==> src/rtl/aos_sr_router_pkg.sv <==
// Shared soft-register bus types and router-local constants.
// AMITypes carries the bus structs; AOSF1Types carries router state and poison value.
package AMITypes;

  typedef struct packed {
    logic        valid;
    logic        isWrite;
    logic [31:0] addr;
    logic [63:0] data;
  } SoftRegReq;

  typedef struct packed {
    logic        valid;
    logic [63:0] data;
  } SoftRegResp;

endpackage

package AOSF1Types;

  localparam logic [63:0] SR_POISON_DATA = 64'hDEAD_DEAD_DEAD_DEAD;

  typedef enum logic {
    IDLE      = 1'b0,
    WAIT_RESP = 1'b1
  } sr_state_t;

endpackage

==> src/rtl/aos_sr_router_fifo.sv <==
// Small circular-buffer FIFO with a fall-through head; pushes into a full FIFO are ignored.
module HullFIFO #(
  parameter int WIDTH     = 8,
  parameter int LOG_DEPTH = 2
) (
  input  logic             clk,
  input  logic             reset_n,
  input  logic             enq,
  input  logic [WIDTH-1:0] enq_data,
  output logic             full,
  input  logic             deq,
  output logic [WIDTH-1:0] head,
  output logic             empty
);

  localparam int DEPTH = 1 << LOG_DEPTH;

  logic [WIDTH-1:0]     mem [DEPTH];
  logic [LOG_DEPTH-1:0] wr_ptr;
  logic [LOG_DEPTH-1:0] rd_ptr;
  logic [LOG_DEPTH:0]   count;
  logic                 push;
  logic                 pop;

  assign full  = (count == (LOG_DEPTH + 1)'(DEPTH));
  assign empty = (count == '0);
  assign push  = enq && !full;
  assign pop   = deq && !empty;
  assign head  = mem[rd_ptr];

  always_ff @(posedge clk or negedge reset_n) begin
    if (!reset_n) begin
      wr_ptr <= '0;
      rd_ptr <= '0;
      count  <= '0;
    end else begin
      if (push) wr_ptr <= wr_ptr + 1'b1;
      if (pop)  rd_ptr <= rd_ptr + 1'b1;
      count <= count + {{LOG_DEPTH{1'b0}}, push} - {{LOG_DEPTH{1'b0}}, pop};
    end
  end

  // Storage needs no reset: the pointers alone decide what is live.
  always_ff @(posedge clk) begin
    if (push) mem[wr_ptr] <= enq_data;
  end

endmodule

==> src/rtl/aos_sr_router.sv <==
// Routes buffered host soft-register requests to one of several app ports by an
// address select field; one read outstanding at a time, with timeout and poison.
module aos_sr_router
  import AMITypes::*;
  import AOSF1Types::*;
#(
  parameter int SR_NUM_APPS    = 4,
  parameter int SEL_LSB        = 3,
  parameter int TIMEOUT_CYCLES = 1024,
  parameter int FIFO_LOG_DEPTH = 2
) (
  input  logic                   clk,
  input  logic                   rst_n,
  input  logic [SR_NUM_APPS-1:0] app_enable,
  input  SoftRegReq              softreg_req,
  output SoftRegResp             softreg_resp,
  output SoftRegReq              app_softreg_req  [SR_NUM_APPS-1:0],
  input  SoftRegResp             app_softreg_resp [SR_NUM_APPS-1:0],
  output logic [15:0]            drop_count,
  output logic [15:0]            timeout_count,
  output sr_state_t              state
);

  localparam int          IDX_W     = (SR_NUM_APPS > 1) ? $clog2(SR_NUM_APPS) : 1;
  localparam int          EN_W      = 1 << IDX_W;
  localparam logic [31:0] LOW_MASK  = (32'd1 << SEL_LSB) - 32'd1;
  localparam logic [15:0] TMO       = 16'(TIMEOUT_CYCLES);
  localparam logic [4:0]  NUM_APPS5 = 5'(SR_NUM_APPS);

  logic [$bits(SoftRegReq)-1:0] head_bits;
  SoftRegReq                    head;
  logic                         fifo_empty;
  logic                         fifo_full;
  logic                         pop;

  sr_state_t        state_n;
  logic [15:0]      wait_cnt, wait_cnt_n;
  logic [IDX_W-1:0] rec_idx, rec_idx_n;
  logic [IDX_W-1:0] idx;
  logic [31:0]      fwd_addr;
  logic [EN_W-1:0]  en_pad;
  logic             legal;
  logic             timeout_hit;
  SoftRegResp       cur_resp;
  SoftRegResp       resp_n;
  SoftRegReq        app_n [SR_NUM_APPS-1:0];

  HullFIFO #(
    .WIDTH     ($bits(SoftRegReq)),
    .LOG_DEPTH (FIFO_LOG_DEPTH)
  ) u_fifo (
    .clk      (clk),
    .reset_n  (rst_n),
    .enq      (softreg_req.valid),
    .enq_data (softreg_req),
    .full     (fifo_full),
    .deq      (pop),
    .head     (head_bits),
    .empty    (fifo_empty)
  );

  assign head     = head_bits;
  assign en_pad   = EN_W'(app_enable);
  assign cur_resp = app_softreg_resp[rec_idx];

  // Select field is squeezed out of the forwarded address; one app means no field at all.
  always_comb begin
    if (SR_NUM_APPS == 1) begin
      idx      = '0;
      fwd_addr = head.addr;
    end else begin
      idx      = head.addr[SEL_LSB +: IDX_W];
      fwd_addr = ((head.addr >> (SEL_LSB + IDX_W)) << SEL_LSB) | (head.addr & LOW_MASK);
    end
    legal = (5'(idx) < NUM_APPS5) && en_pad[idx];
  end

  always_comb begin
    state_n     = state;
    wait_cnt_n  = wait_cnt;
    rec_idx_n   = rec_idx;
    resp_n      = '0;
    timeout_hit = 1'b0;
    pop         = 1'b0;
    for (int i = 0; i < SR_NUM_APPS; i++) app_n[i] = '0;

    case (state)
      IDLE: begin
        pop = !fifo_empty;
        if (pop && head.valid) begin
          if (legal) begin
            app_n[idx].valid   = 1'b1;
            app_n[idx].isWrite = head.isWrite;
            app_n[idx].addr    = fwd_addr;
            app_n[idx].data    = head.data;
            if (!head.isWrite) begin
              state_n    = WAIT_RESP;
              wait_cnt_n = '0;
              rec_idx_n  = idx;
            end
          end else if (!head.isWrite) begin
            resp_n.valid = 1'b1;
            resp_n.data  = SR_POISON_DATA;
          end
        end
      end
      WAIT_RESP: begin
        // A real response beats a timeout landing on the same cycle.
        if (cur_resp.valid) begin
          resp_n.valid = 1'b1;
          resp_n.data  = cur_resp.data;
          state_n      = IDLE;
        end else if (wait_cnt >= TMO) begin
          resp_n.valid = 1'b1;
          resp_n.data  = SR_POISON_DATA;
          timeout_hit  = 1'b1;
          state_n      = IDLE;
        end else begin
          wait_cnt_n = wait_cnt + 16'd1;
        end
      end
      default: state_n = IDLE;
    endcase
  end

  always_ff @(posedge clk or negedge rst_n) begin
    if (!rst_n) begin
      state         <= IDLE;
      wait_cnt      <= '0;
      rec_idx       <= '0;
      softreg_resp  <= '0;
      drop_count    <= '0;
      timeout_count <= '0;
      for (int i = 0; i < SR_NUM_APPS; i++) app_softreg_req[i] <= '0;
    end else begin
      state        <= state_n;
      wait_cnt     <= wait_cnt_n;
      rec_idx      <= rec_idx_n;
      softreg_resp <= resp_n;
      for (int i = 0; i < SR_NUM_APPS; i++) app_softreg_req[i] <= app_n[i];
      if (softreg_req.valid && fifo_full && drop_count != 16'hFFFF)
        drop_count <= drop_count + 16'd1;
      if (timeout_hit && timeout_count != 16'hFFFF)
        timeout_count <= timeout_count + 16'd1;
    end
  end

endmodule

==> config.mk <==
export PLATFORM = sky130hd
export DESIGN_NAME = aos_sr_router
export DESIGN_NICKNAME = d
export VERILOG_FILES = /design/src/rtl/aos_sr_router_pkg.sv /design/src/rtl/aos_sr_router_fifo.sv /design/src/rtl/aos_sr_router.sv
export SDC_FILE = /design/constraint.sdc
export NUM_CORES = 1
export LEC_CHECK = 0
export CAP_MARGIN = 25
export CORE_AREA = 2 2 330 332
export DETAILED_ROUTE_END_ITERATION = 10
export DIE_AREA = 0 0 332 334
export PLACE_DENSITY = 0.58
export SYNTH_ARGS = -nofsm -noshare
export SYNTH_HDL_FRONTEND = slang
export SYNTH_HIERARCHICAL = 1
export SYNTH_SLANG_ARGS = --single-unit
==> constraint.sdc <==
create_clock -name clk -period 6.1 [get_ports clk]
set_input_delay 1.525 -clock clk [delete_from_list [all_inputs] [get_ports clk]]
set_output_delay 1.525 -clock clk [all_outputs]
set_load 0.05 [all_outputs]
==> results.ini <==
[routing]
finalWirelength_um=99800
ant_nets=0
wl_per_cell_um=23.4
drtPass1Iterations=5
viasPerCell=4.50
drc=0
vias=19200
drt_iter0_drc=1049

[setup_path]
crit_end=state
crit_slowest_cell=clkdlybuf4s50_1
r2r-end=softreg_resp[3]
crit_type=reg2out
startpoint=state
worstPathRequired_ps=4580
startpoint_type=flip-flop
r2r_slack_ps=2590
critPathArrivalTime_ps=2190
cp_cell_sequence=buf_4, clkdlybuf4s50_1
path_max_fanout=33
critPathCaptureType=primary output
r2r_cells=5
cpPeakStageDelay_ps=890
r2r-start=u_fifo/rd_ptr[0]

[power_and_ir_drop]
power_density_mw_per_mm2=444
p_leak_nw=18.7
p_total_mw=20.7
vdd_drop_max_uv=262

[placed_design]
routabilityCongestion=0.904
dp_hpwl_um=71500
io_buffers=845

[clock_network]
ctsResizeCount=0
clk_latency_ps=690
cts_tree=done
cts_buffers=96
htreeDepth=3
root_buffer=clkbuf_16
postCtsSetupBuffers=0
clkSinkCount=899
clk_path_buf_depth=3
ctsHoldBuffers=0
clk_pin_slew_ps=60

[floorplan]
io_pins=854
coreArea_sq_mm=0.108
die_width_um=332
dieHeight_um=334
die_area_sq_mm=0.111
rows=121
start_util_pct=30.8

[synth]
synth-main-ff-cell=dfrtp_1
synth_commonest_cells=507 x dfrtp_1, 392 x edfxtp_1, 387 x and2_1, 163 x mux4_2, 58 x inv_1
yosysTopAreaCellShare_pct=38.2
ys_ff_latch=899
yosysSeqAreaShare_pct=73.6
ys_types=54
synth_area_leader_cell=dfrtp_1
async_flop_share_pct=56.4
synth_area_leaders=dfrtp_1 38%, edfxtp_1 35%, mux4_2 11%, and2_1 7.3%, o21ai_0 0.74%
syn_inst=1878
synth_edf_count=392
synth_area_sq_mm=0.0332
yosys_warnings=6
synth_area_per_cell_sq_um=17.7
yosysMostFrequentCell=dfrtp_1

[timing]
timing.fmax_ghz=0.269
report.final.slew_viol_count=0
worst_pin_slew_ps=1070
period_share_pct=60.8
rsz0062_at_grt=no
relSlewSlack_pct=28.4
finalClockSkew_ps=47.9
totalNegativeSetupSlack_ps=0
setup_viol=0
finalHoldViolCount=0
post-route-min-period_ps=3710

[global_route]
first_global_vias=20858
overflow=0
grt_max_degree=128
grt_usage_pct=17.7
grt_antenna_before_repair=40
grt_pass1_wl_um=144000

[flow_run]
maxCapViolations=0

[final_layout]
fill_cells=9542
fin_nets=3132
syn_to_final_growth_pct=40.1
layout-drive-gt1-share_pct=13.6

[outcome]
status=completed

[worst_hold_path]
hold_class=reg2reg

[worst min-delay path by stage]
stage                 startpoint            to  slack, ps  depth (start not counted)
floorplan           wait_cnt[10]  wait_cnt[10]        450                          2
detailed placement  wait_cnt[10]  wait_cnt[10]        470                          2
CTS                 wait_cnt[10]  wait_cnt[10]        480                          2
finish              wait_cnt[10]  wait_cnt[10]        480                          2
global placement    wait_cnt[10]  wait_cnt[10]        470                          2
global route        wait_cnt[13]  wait_cnt[13]        520                          1
[sequential cells by signal, indices dropped and copies added (netlist names)]
| register | flops |
|---|---|
| u_fifo/mem | 392 |
| rec_idx | 2 |
| timeout_count | 16 |
| u_fifo/wr_ptr | 2 |
| drop_count | 16 |
| wait_cnt | 16 |
| softreg_resp | 65 |
| u_fifo/count | 3 |
| u_fifo/rd_ptr | 2 |
| app_softreg_req | 384 |
| state | 1 |
[where the power goes]
part	internal [mW]	switching (mW)	leakage, nW
combinational	2.50	4.23	6.52
clock	3.57	2.47	1.65
sequential	7.42	0.500	10.6
[area by class of cell]
type	count	area, sq um	share of cell area, %
Antenna cell	15	37.5	0.0806
Clock buffer	128	2780	5.98
Clock inverter	49	562	1.21
Inverter	58	218	0.468
Multi-Input combinational cell	826	7970	17.1
Sequential cell	899	24500	52.5
Tap cell	1414	1770	3.80
Timing Repair Buffer	876	8760	18.8
[cells in the final DEF, fill, tap and decap left out, types with 8 or more instances in the layout]
cell	instances
clkbuf_8	11
nand2_1	30
xor2_1	15
diode_2	15
ha_1	10
clkbuf_16	102
and3_1	25
edfxtp_1	392
and2_1	387
dfrtp_1	503
clkdlybuf4s50_1	844
nand2b_1	8
nor2_1	17
clkbuf_1	9
nand3_1	17
inv_1	58
clkinv_2	17
bufinv_16	8
o21ai_0	49
xnor2_1	17
mux4_2	163
conb_1	8
nor3_1	10
buf_4	26
[through the flow]
step	util (%)	hold slack [ps]	cell area (sq um)	worst slack, ps	instances
floorplan	-	449	33300	1780	1885
global placement	40.1	469	43200	1980	4073
detailed placement	40.1	469	43200	1930	4073
CTS	43.2	483	46500	2320	4250
global route	43.2	520	46600	2210	4259
finish	43.2	480	46600	2390	4265
[routing by layer]
layer	track usage, %	part of all wire [%]	vias to the layer above
met4	6.42	2.5	34
met5	0	0.23	-
met3	6.53	8.5	173
li1	-	-	8477
met2	30.6	52	692
met1	20.2	37	9824
[worst max-delay path, delay by kind of cell (launching register included)]
family   cells  cell delay (ps)
buf+inv      2             1210
flops        1              320
[logic make-up after synthesis]
family	synth area share (%)
flip-flops	73.6
AND/OR/NAND/NOR	9.73
multiplexers	11.3
buffers and inverters	2.61
AO/OA/AOI/OAI	1.49
XOR/XNOR	0.843
adder cells (fa/ha/maj)	0.437
other	0.0113
(Power assumes the default switching activity.)
==> patch: new RTL, config.mk and constraints unchanged <==
Reset style: synchronous (`reset_n` and `rst_n`), changed in 2 clocked blocks.
--- a/src/rtl/aos_sr_router_fifo.sv
+++ b/src/rtl/aos_sr_router_fifo.sv
@@ -30,3 +30,3 @@
 
-  always_ff @(posedge clk or negedge reset_n) begin
+  always_ff @(posedge clk) begin
     if (!reset_n) begin
--- a/src/rtl/aos_sr_router.sv
+++ b/src/rtl/aos_sr_router.sv
@@ -125,3 +125,3 @@
 
-  always_ff @(posedge clk or negedge rst_n) begin
+  always_ff @(posedge clk) begin
     if (!rst_n) begin
Check against the original RTL: not settled (the Yosys comparison gave no result); the edit may change what the design does.
==> patch against the unedited design <==
  * Setup slack worse by 0.18 ns
  * Sequential cell count up 2
  * Global-route usage down 0.85 points
  * Routed wire length decreased by 3.2%
  * Highest routed layer unchanged
  * Final area down 5.2%
  * Area after synthesis decreased by 7.6%
  * Count of clock-buffer cells in the layout increased by 13
  * Worst hold slack improved by 0.0047 ns
Power is not compared: it rests on default switching activity, and its combinational part moved more than twofold at a synthesized area within 25%.
==> patch: results (changes against the unedited design) <==
{| class="wikitable"
! Metric !! Value
|-
| Outcome || completed
|-
| Number of clock-tree buffers in the layout || 141 (+10%)
|-
| Number of buffers outside the clock class in the layout || 873 (-0.34%)
|-
| Max_slew headroom || 29.8% (+1.4 points)
|-
| Mean instance size in the synthesized netlist || 15.8 sq um (-11%)
|-
| Clock-cell share of area || 7.44% (+0.26 points)
|-
| Final setup skew || 0.0654 ns (+0.0175 ns)
|-
| Count of different cell masters after synthesis || 60 (+11%)
|-
| Count of multi-input gates || 930 (+13%)
|-
| Vias per cell || 4.36 (-3.3%)
|-
| Worst hold slack after final layout || 0.484 ns (+0.00474 ns)
|-
| Overall global routing resource usage || 16.9% (-0.85 points)
|-
| Slowest cell delay on critical path || 0.98 ns (+0.09 ns)
|-
| Drt initial violations || 1,136 (+8.3%)
|-
| Dpl cell area || 0.0408 sq mm (-5.5%)
|-
| Top cell types by occurrence after synthesis || dfxtp_1, and2_1, edfxtp_1, mux4_2, nand2_1
|-
| Routability cong. || 0.765 (-15%)
|-
| 1st-pass router iterations || 4 (-1)
|-
| N_diodes || 13 (-2)
|-
| Worst reg-to-reg path cell count || 6 (+1)
|-
| FF+latch count, synth || 901 (+0.22%)
|-
| Tmin final || 3.89 ns (+0.180 ns)
|-
| Maximum number of pins on one net before global-route repair || 70 (-45%)
|-
| Cell count after placement || 4,133 (+1.5%)
|-
| Final standard cell count with taps included and fillers excluded || 4,329 (+1.5%)
|-
| DP Wirelength || 69,000 microns (-3.5%)
|-
| Antenna violations before repair || 31 (-23%)
|-
| Compound-Gate Fraction of Synth Area || 1.59% (+0.11 points)
|-
| Adder-Cell Fraction of Synth Area || 0.473% (+0.036 points)
|-
| Worst-path maximum fanout || 17 (-48%)
|-
| Total Nets Final || 3,194 (+2.0%)
|-
| Average wire per cell in the routed design || 22.3 microns (-4.6%)
|-
| Worst setup startpoint || state
|-
| Multi-input logic area || 0.00828 sq mm (+3.8%)
|-
| R2R setup slack || 2.73 ns (+0.14 ns)
|-
| Vias in the first global route || 19.2k (-8.1%)
|-
| Share of the synthesized netlist area taken by xor and xnor gates || 0.513% (-0.33 points)
|-
| Area of all sequential standard cells || 0.0220 sq mm (-10%)
|-
| Fill cell instance count of the final layout || 9,883 (+3.6%)
|-
| Signal buffers share of area || 19.8% (+1.0 points)
|-
| Pre-CTS setup slack || 1.67 ns (-0.262 ns)
|-
| R2R Path End || wait_cnt[5]
|-
| Share of cell area taken by muxes after synthesis || 12.1% (+0.85 points)
|-
| Hold Crit Start || u_fifo/rd_ptr[0]
|}
==> patch: cells by family after synthesis <==
family / Yosys count
AOI/OAI and AO/OA: 73
xor gates and xnor gates: 18
adders and majority gates: 11
buffers and inverters: 122
DFF: 901
muxes: 167
other: 1
and+or+nand+nor: 653
==> patch: through the flow <==
| step | utilization, % | total power, mW |
|---|---|---|
| after global placement | 37.8 | 9.90 |
| final | 41.0 | 15.6 |
| after global routing | 41.0 | 16.3 |
| after detailed placement | 37.8 | 9.90 |
| after CTS | 40.9 | 15.9 |
| after floorplan | - | 8.69 |
==> patch: layer usage <==
layer	global-route usage [%]	wire [microns]	vias to the layer above	share of wire (%)
li1	-	-	8718	-
met1	19.1	36600	9284	38
met2	29.7	49900	698	52
met3	5.27	7150	144	7.4
met4	6.47	2850	10	3.0
met5	0	56	-	0.058
==> patch: power breakdown <==
group,leakage (nW),internal (mW),total (mW),switching (mW)
Clock,1.63,3.42,5.92,2.49
Sequential,7.70,6.74,6.95,0.210
Combinational,6.18,1.11,2.75,1.64
